`src/rtl/mavg_pkg.sv`:
```
// Shared types and helpers for the moving/block average filter.
// Defines the mode encoding and the sizing function for the running-sum width.
package mavg_pkg;

    typedef enum logic {
        MODE_SLIDING = 1'b0,
        MODE_BLOCK   = 1'b1
    } mode_e;

    // A sum of 2**log2_depth samples of w bits needs log2_depth extra bits.
    function automatic int sum_width(input int w, input int log2_depth);
        return w + log2_depth;
    endfunction

endpackage

```
`src/rtl/mavg_ring.sv`:
```
// DEPTH x WIDTH circular sample buffer.
// The write and read slot share one pointer; the slot about to be overwritten holds the oldest sample.
module mavg_ring #(
    parameter int WIDTH      = 8,
    parameter int LOG2_DEPTH = 2
) (
    input  logic                  clk,
    input  logic                  wr_en,
    input  logic [LOG2_DEPTH-1:0] ptr,
    input  logic [WIDTH-1:0]      wr_data,
    output logic [WIDTH-1:0]      rd_data
);

    localparam int DEPTH = 1 << LOG2_DEPTH;

    logic [WIDTH-1:0] mem [DEPTH];

    // Entries are never reset; the top masks them with its fill count.
    generate
        for (genvar gi = 0; gi < DEPTH; gi++) begin : g_entry
            always_ff @(posedge clk) begin
                if (wr_en && (ptr == LOG2_DEPTH'(gi))) begin
                    mem[gi] <= wr_data;
                end
            end
        end
    endgenerate

    assign rd_data = mem[ptr];

endmodule

```
`src/rtl/mavg_filter.sv`:
```
// Moving-average / block-average filter over a window of 2**LOG2_DEPTH unsigned samples.
// Results appear one cycle after the sample that completes a window; clear or a mode change flushes all state.
module mavg_filter
    import mavg_pkg::*;
#(
    parameter int WIDTH      = 8,
    parameter int LOG2_DEPTH = 2
) (
    input  logic             clk,
    input  logic             rst_n,
    input  logic             clear,
    input  mode_e            mode,
    input  logic             in_valid,
    input  logic [WIDTH-1:0] in_data,
    output logic             out_valid,
    output logic [WIDTH-1:0] out_data,
    output logic             warm
);

    localparam int SUM_W = sum_width(WIDTH, LOG2_DEPTH);
    localparam int DEPTH = 1 << LOG2_DEPTH;
    localparam int CNT_W = LOG2_DEPTH + 1;
    localparam logic [CNT_W-1:0] FULL_CNT = CNT_W'(DEPTH);
    localparam logic [CNT_W-1:0] LAST_CNT = CNT_W'(DEPTH - 1);

    logic [SUM_W-1:0]      sum_reg, sum_next;
    logic [CNT_W-1:0]      fill_reg, fill_next;
    logic [LOG2_DEPTH-1:0] ptr_reg, ptr_next;
    mode_e                 mode_reg;
    logic                  out_valid_reg, out_valid_next;
    logic [WIDTH-1:0]      out_data_reg, out_data_next;
    logic                  warm_reg, warm_next;

    logic                  flush;
    logic                  accept;
    logic                  full;
    logic                  ring_wr;
    logic [WIDTH-1:0]      oldest;
    logic [SUM_W-1:0]      in_ext, old_ext, sum_slide, sum_block;

    mavg_ring #(
        .WIDTH      (WIDTH),
        .LOG2_DEPTH (LOG2_DEPTH)
    ) u_ring (
        .clk     (clk),
        .wr_en   (ring_wr),
        .ptr     (ptr_reg),
        .wr_data (in_data),
        .rd_data (oldest)
    );

    assign flush  = clear || (mode != mode_reg);
    assign accept = in_valid && !flush;
    assign full   = (fill_reg == FULL_CNT);

    // Until the window is full the departing ring slot is stale, so it counts as zero.
    assign in_ext    = {{LOG2_DEPTH{1'b0}}, in_data};
    assign old_ext   = full ? {{LOG2_DEPTH{1'b0}}, oldest} : '0;
    assign sum_slide = sum_reg + in_ext - old_ext;
    assign sum_block = sum_reg + in_ext;

    always_comb begin
        sum_next       = sum_reg;
        fill_next      = fill_reg;
        ptr_next       = ptr_reg;
        out_valid_next = 1'b0;
        out_data_next  = out_data_reg;
        warm_next      = (mode == MODE_SLIDING) ? warm_reg : 1'b0;
        ring_wr        = 1'b0;

        if (flush) begin
            sum_next  = '0;
            fill_next = '0;
            ptr_next  = '0;
            warm_next = 1'b0;
        end else if (accept) begin
            if (mode == MODE_SLIDING) begin
                ring_wr  = 1'b1;
                sum_next = sum_slide;
                ptr_next = ptr_reg + 1'b1;
                if (!full) begin
                    fill_next = fill_reg + 1'b1;
                end
                if (full || (fill_reg == LAST_CNT)) begin
                    out_valid_next = 1'b1;
                    out_data_next  = sum_slide[SUM_W-1:LOG2_DEPTH];
                    warm_next      = 1'b1;
                end
            end else begin
                if (fill_reg == LAST_CNT) begin
                    out_valid_next = 1'b1;
                    out_data_next  = sum_block[SUM_W-1:LOG2_DEPTH];
                    warm_next      = 1'b1;
                    sum_next       = '0;
                    fill_next      = '0;
                end else begin
                    sum_next  = sum_block;
                    fill_next = fill_reg + 1'b1;
                end
            end
        end
    end

    always_ff @(posedge clk or negedge rst_n) begin
        if (!rst_n) begin
            sum_reg       <= '0;
            fill_reg      <= '0;
            ptr_reg       <= '0;
            mode_reg      <= MODE_SLIDING;
            out_valid_reg <= 1'b0;
            out_data_reg  <= '0;
            warm_reg      <= 1'b0;
        end else begin
            sum_reg       <= sum_next;
            fill_reg      <= fill_next;
            ptr_reg       <= ptr_next;
            mode_reg      <= mode;
            out_valid_reg <= out_valid_next;
            out_data_reg  <= out_data_next;
            warm_reg      <= warm_next;
        end
    end

    assign out_valid = out_valid_reg;
    assign out_data  = out_data_reg;
    assign warm      = warm_reg;

endmodule

```
`config.mk`:
```
export PLATFORM = sky130hd
export DESIGN_NAME = mavg_filter
export DESIGN_NICKNAME = d
export VERILOG_FILES = /design/src/rtl/mavg_pkg.sv /design/src/rtl/mavg_ring.sv /design/src/rtl/mavg_filter.sv
export SDC_FILE = /design/constraint.sdc
export NUM_CORES = 1
export LEC_CHECK = 0
export ABC_AREA = 1
export CAP_MARGIN = 30
export CORE_MARGIN = 2
export CORE_UTILIZATION = 50
export DETAILED_ROUTE_END_ITERATION = 10
export GPL_TIMING_DRIVEN = 0
export HOLD_SLACK_MARGIN = 0.08
export PLACE_DENSITY = 0.73
export SLEW_MARGIN = 30
export SYNTH_ARGS = -nofsm -noshare
export SYNTH_HDL_FRONTEND = slang
export SYNTH_HIERARCHICAL = 1
export SYNTH_SLANG_ARGS = --single-unit
```
`constraint.sdc`:
```
create_clock -name clk -period 5.5 [get_ports clk]
set_input_delay 0.55 -clock clk [delete_from_list [all_inputs] [get_ports clk]]
set_output_delay 0.55 -clock clk [all_outputs]
set_load 0.01 [all_outputs]
```
==> results_dict.tcl <==
set metrics [dict create \
    clockRootBuffer "clkbuf_8" \
    grt-ovfl-total 0 \
    via_count 2826 \
    num_io_pins 23 \
    chipWidth_um 87.0 \
    setup_viol 0 \
    holdBufCountCts 0 \
    utilization_pct 59.3 \
    power_density_nw_per_um2 292 \
    rsz0062_at_grt "no" \
    ys_seq_area_share_pct 46.7 \
    fin_skew_ns 0.00914 \
    place.gp.congestion 0.889 \
    synth-edff-count 32 \
    clkLatencyLatePin_ns 0.34 \
    grt_util_met1_pct 29.2 \
    async_flop_share_pct 44.8 \
    dp_slack_ns 1.89 \
    worst_pin_slew_ns 0.763 \
    netlist_area_um2 3450 \
    maxCapViolations 0 \
    largest_reg_flops 32 \
    drc 0 \
    arrival_ns 3.54 \
    layout-drive-gt1-share_pct 10.6 \
    p_leak_nw 1.94 \
    crit_path_end_kind "register" \
    yosysWarnings 6 \
    cts_buffers 9 \
    grt_pass1_vias 2815 \
    grt_use_total_pct 22.2 \
    timing.fmax_mhz 302 \
    synth_ff_type "edfxtp_1" \
    synth-seq-cells 58 \
    grt_pass1_wl_mm 12.8 \
    timing.final.crit_period_ns 3.31 \
    wl_mm 7.64 \
    grtUsageMet2_pct 35.9 \
    cts.clk_slew.worst_paths_ns 0.07 \
    cts_tree "done" \
    port_buffers 22 \
    n_antenna_cell 0 \
    slew_headroom_pct 48.8 \
    drt_iter0_drc 226 \
    met3_usage_pct 3.89 \
    finalSetupTns_ns 0 \
    postCtsSetupRepairBufs 0 \
    ys_types 38 \
    critPathKind "in2reg" \
    clkSinkCount 58 \
    path_max_fanout 5 \
    grt_max_degree 27 \
    via_per_inst 5.29 \
    antenna_found_initial 0 \
    cts_resized 0 \
    first_pass_iters 4 \
    hpwl_mm 5.64 \
    hold_viol_final 0 \
    core_area_um2 6720 \
    worst_slack_ns 2.19 \
    cp_data_required_time_ns 5.73 \
    ant_nets 0 \
    final_max_slew_viol_count 0 \
    cp-start-kind "primary input" \
    die_h_um 87.0 \
    wire_per_inst_um 14.3 \
    outcome "finished, final reports clean" \
    min_period_over_period_pct 60.2 \
    h-tree-depth 3 \
    multi_input_area_um2 1600 \
    rows 30 \
    synthCells 416 \
    start_util_pct 51.3 \
    clk_path_buf_depth 2 \
    grt-busiest-layer "met2" \
    final_net_count 481 \
    dieArea_um2 7580 \
    nFillCells 586 \
    hold_class "in2async" \
    area_delta_synth_final_pct 15.5 \
    syn_avg_cell_area_um2 8.29 \
    synth_nets 448 \
    ff_latch_area_um2 1610 \
    ir_drop_uv 189 \
]
[metal layers]
layer	up-vias	routed length [um]
met3	15	374
met2	71	3620
met1	1316	3490
li1	1424	-
met5	-	0
met4	0	152
[placed cells by master, fill, tap and decap left out, drive strengths merged, types with 2 or more instances in the layout]
master	Yosys	routed
nand2	164	164
inv	46	46
edfxtp	32	32
nand3	31	31
dfrtp	26	26
nor2	24	24
clkdlybuf4s50	0	21
o21ai	21	21
a21oi	19	19
ha	17	17
clkbuf	2	12
buf	6	7
nor3	4	4
xor2	3	3
xnor2	3	3
nand4	3	3
a31oi	3	3
clkinv	0	3
o311ai	2	2
fa	2	2
bufinv	0	2
[where the power goes]
group / internal [W] / leakage, nW / switching, W
Sequential: 0.000480 / 0.639 / 0.0000123
Combinational: 0.0000977 / 1.20 / 0.000146
Clock: 0.000252 / 0.104 / 0.000173
[through the flow]
step           total power [W]  hold WS [ns]  instances  instance area, um^2
3_3_place_gp          0.000734         0.474        518                 3770
5_1_grt                0.00122         0.255        534                 3980
6_report               0.00116         0.208        534                 3980
4_1_cts                0.00117         0.225        534                 3980
2_1_floorplan         0.000661         0.254        416                 3450
3_5_place_dp          0.000742         0.475        518                 3770
[critical path, cell delays in order]
cell and delay, ns:
clkdlybuf4s50_1 0.48, ha_1 0.29, fa_1 0.42, xor2_1 0.21, ha_1 0.36, nand2_1 0.06, o21ai_0 0.27, nand2_1 0.11
o21ai_2 0.23, nand3_1 0.16, nand2_1 0.10, nand2_1 0.05, nand3_1 0.09, nand2_1 0.06, nand2_1 0.05, nand2_1 0.04
[cell families after synthesis]
logic type	Yosys count	share of synthesized area, %
simple gates	229	28.7
buf+inv	54	7.29
compound gates	50	8.38
xor+xnor	6	1.52
flops	58	46.7
fa+ha+maj	19	7.33
[area by class of cell]
cell class,instances,area share (%)
multi-input cells,304,40.1
inverters,46,4.52
clock inverters,6,2.04
flip-flops and latches,58,40.5
clock buffers,10,3.20
repair buffers,22,5.40
plain buffers,8,1.79
well taps,80,2.51
[cells in the mapped netlist, types with 2 or more instances]
cell        n  area, um^2
nand2_1   152         571
inv_1      42         158
edfxtp_1   32         961
nand3_1    29         145
dfrtp_1    26         651
nor2_1     23        86.3
a21oi_1    18        90.1
ha_1       17         213
o21ai_0    17        85.1
nand2_2    11        68.8
a31oi_1     3        18.8
buf_6       3        33.8
inv_2       3        11.3
nand4_1     3        18.8
o21ai_1     3        15.0
xnor2_1     3        26.3
xor2_1      3        26.3
buf_2       2        10.0
clkbuf_1    2        7.51
fa_1        2        40.0
nand3_2     2        20.0
nor3_1      2        10.0
nor3_2      2        20.0
o311ai_0    2        17.5
[worst paths after layout]
| path | from | end | cells after the start | slack [ns] |
|---|---|---|---|---|
| max | in_data[0] | sum_reg[9] | 16 | 2.19 |
| min | rst_n | sum_reg[7] | 1 | 0.21 |
| max reg2reg | sum_reg[0] | sum_reg[9] | 15 | 2.53 |
| min reg2reg | sum_reg[7] | sum_reg[7] | 2 | 0.49 |
| max in group asynchronous | rst_n | out_data[2] | 1 | 4.90 |
| min in group clk | sum_reg[7] | sum_reg[7] | 2 | 0.49 |
Note: power is estimated with default switching activity, not from simulation.
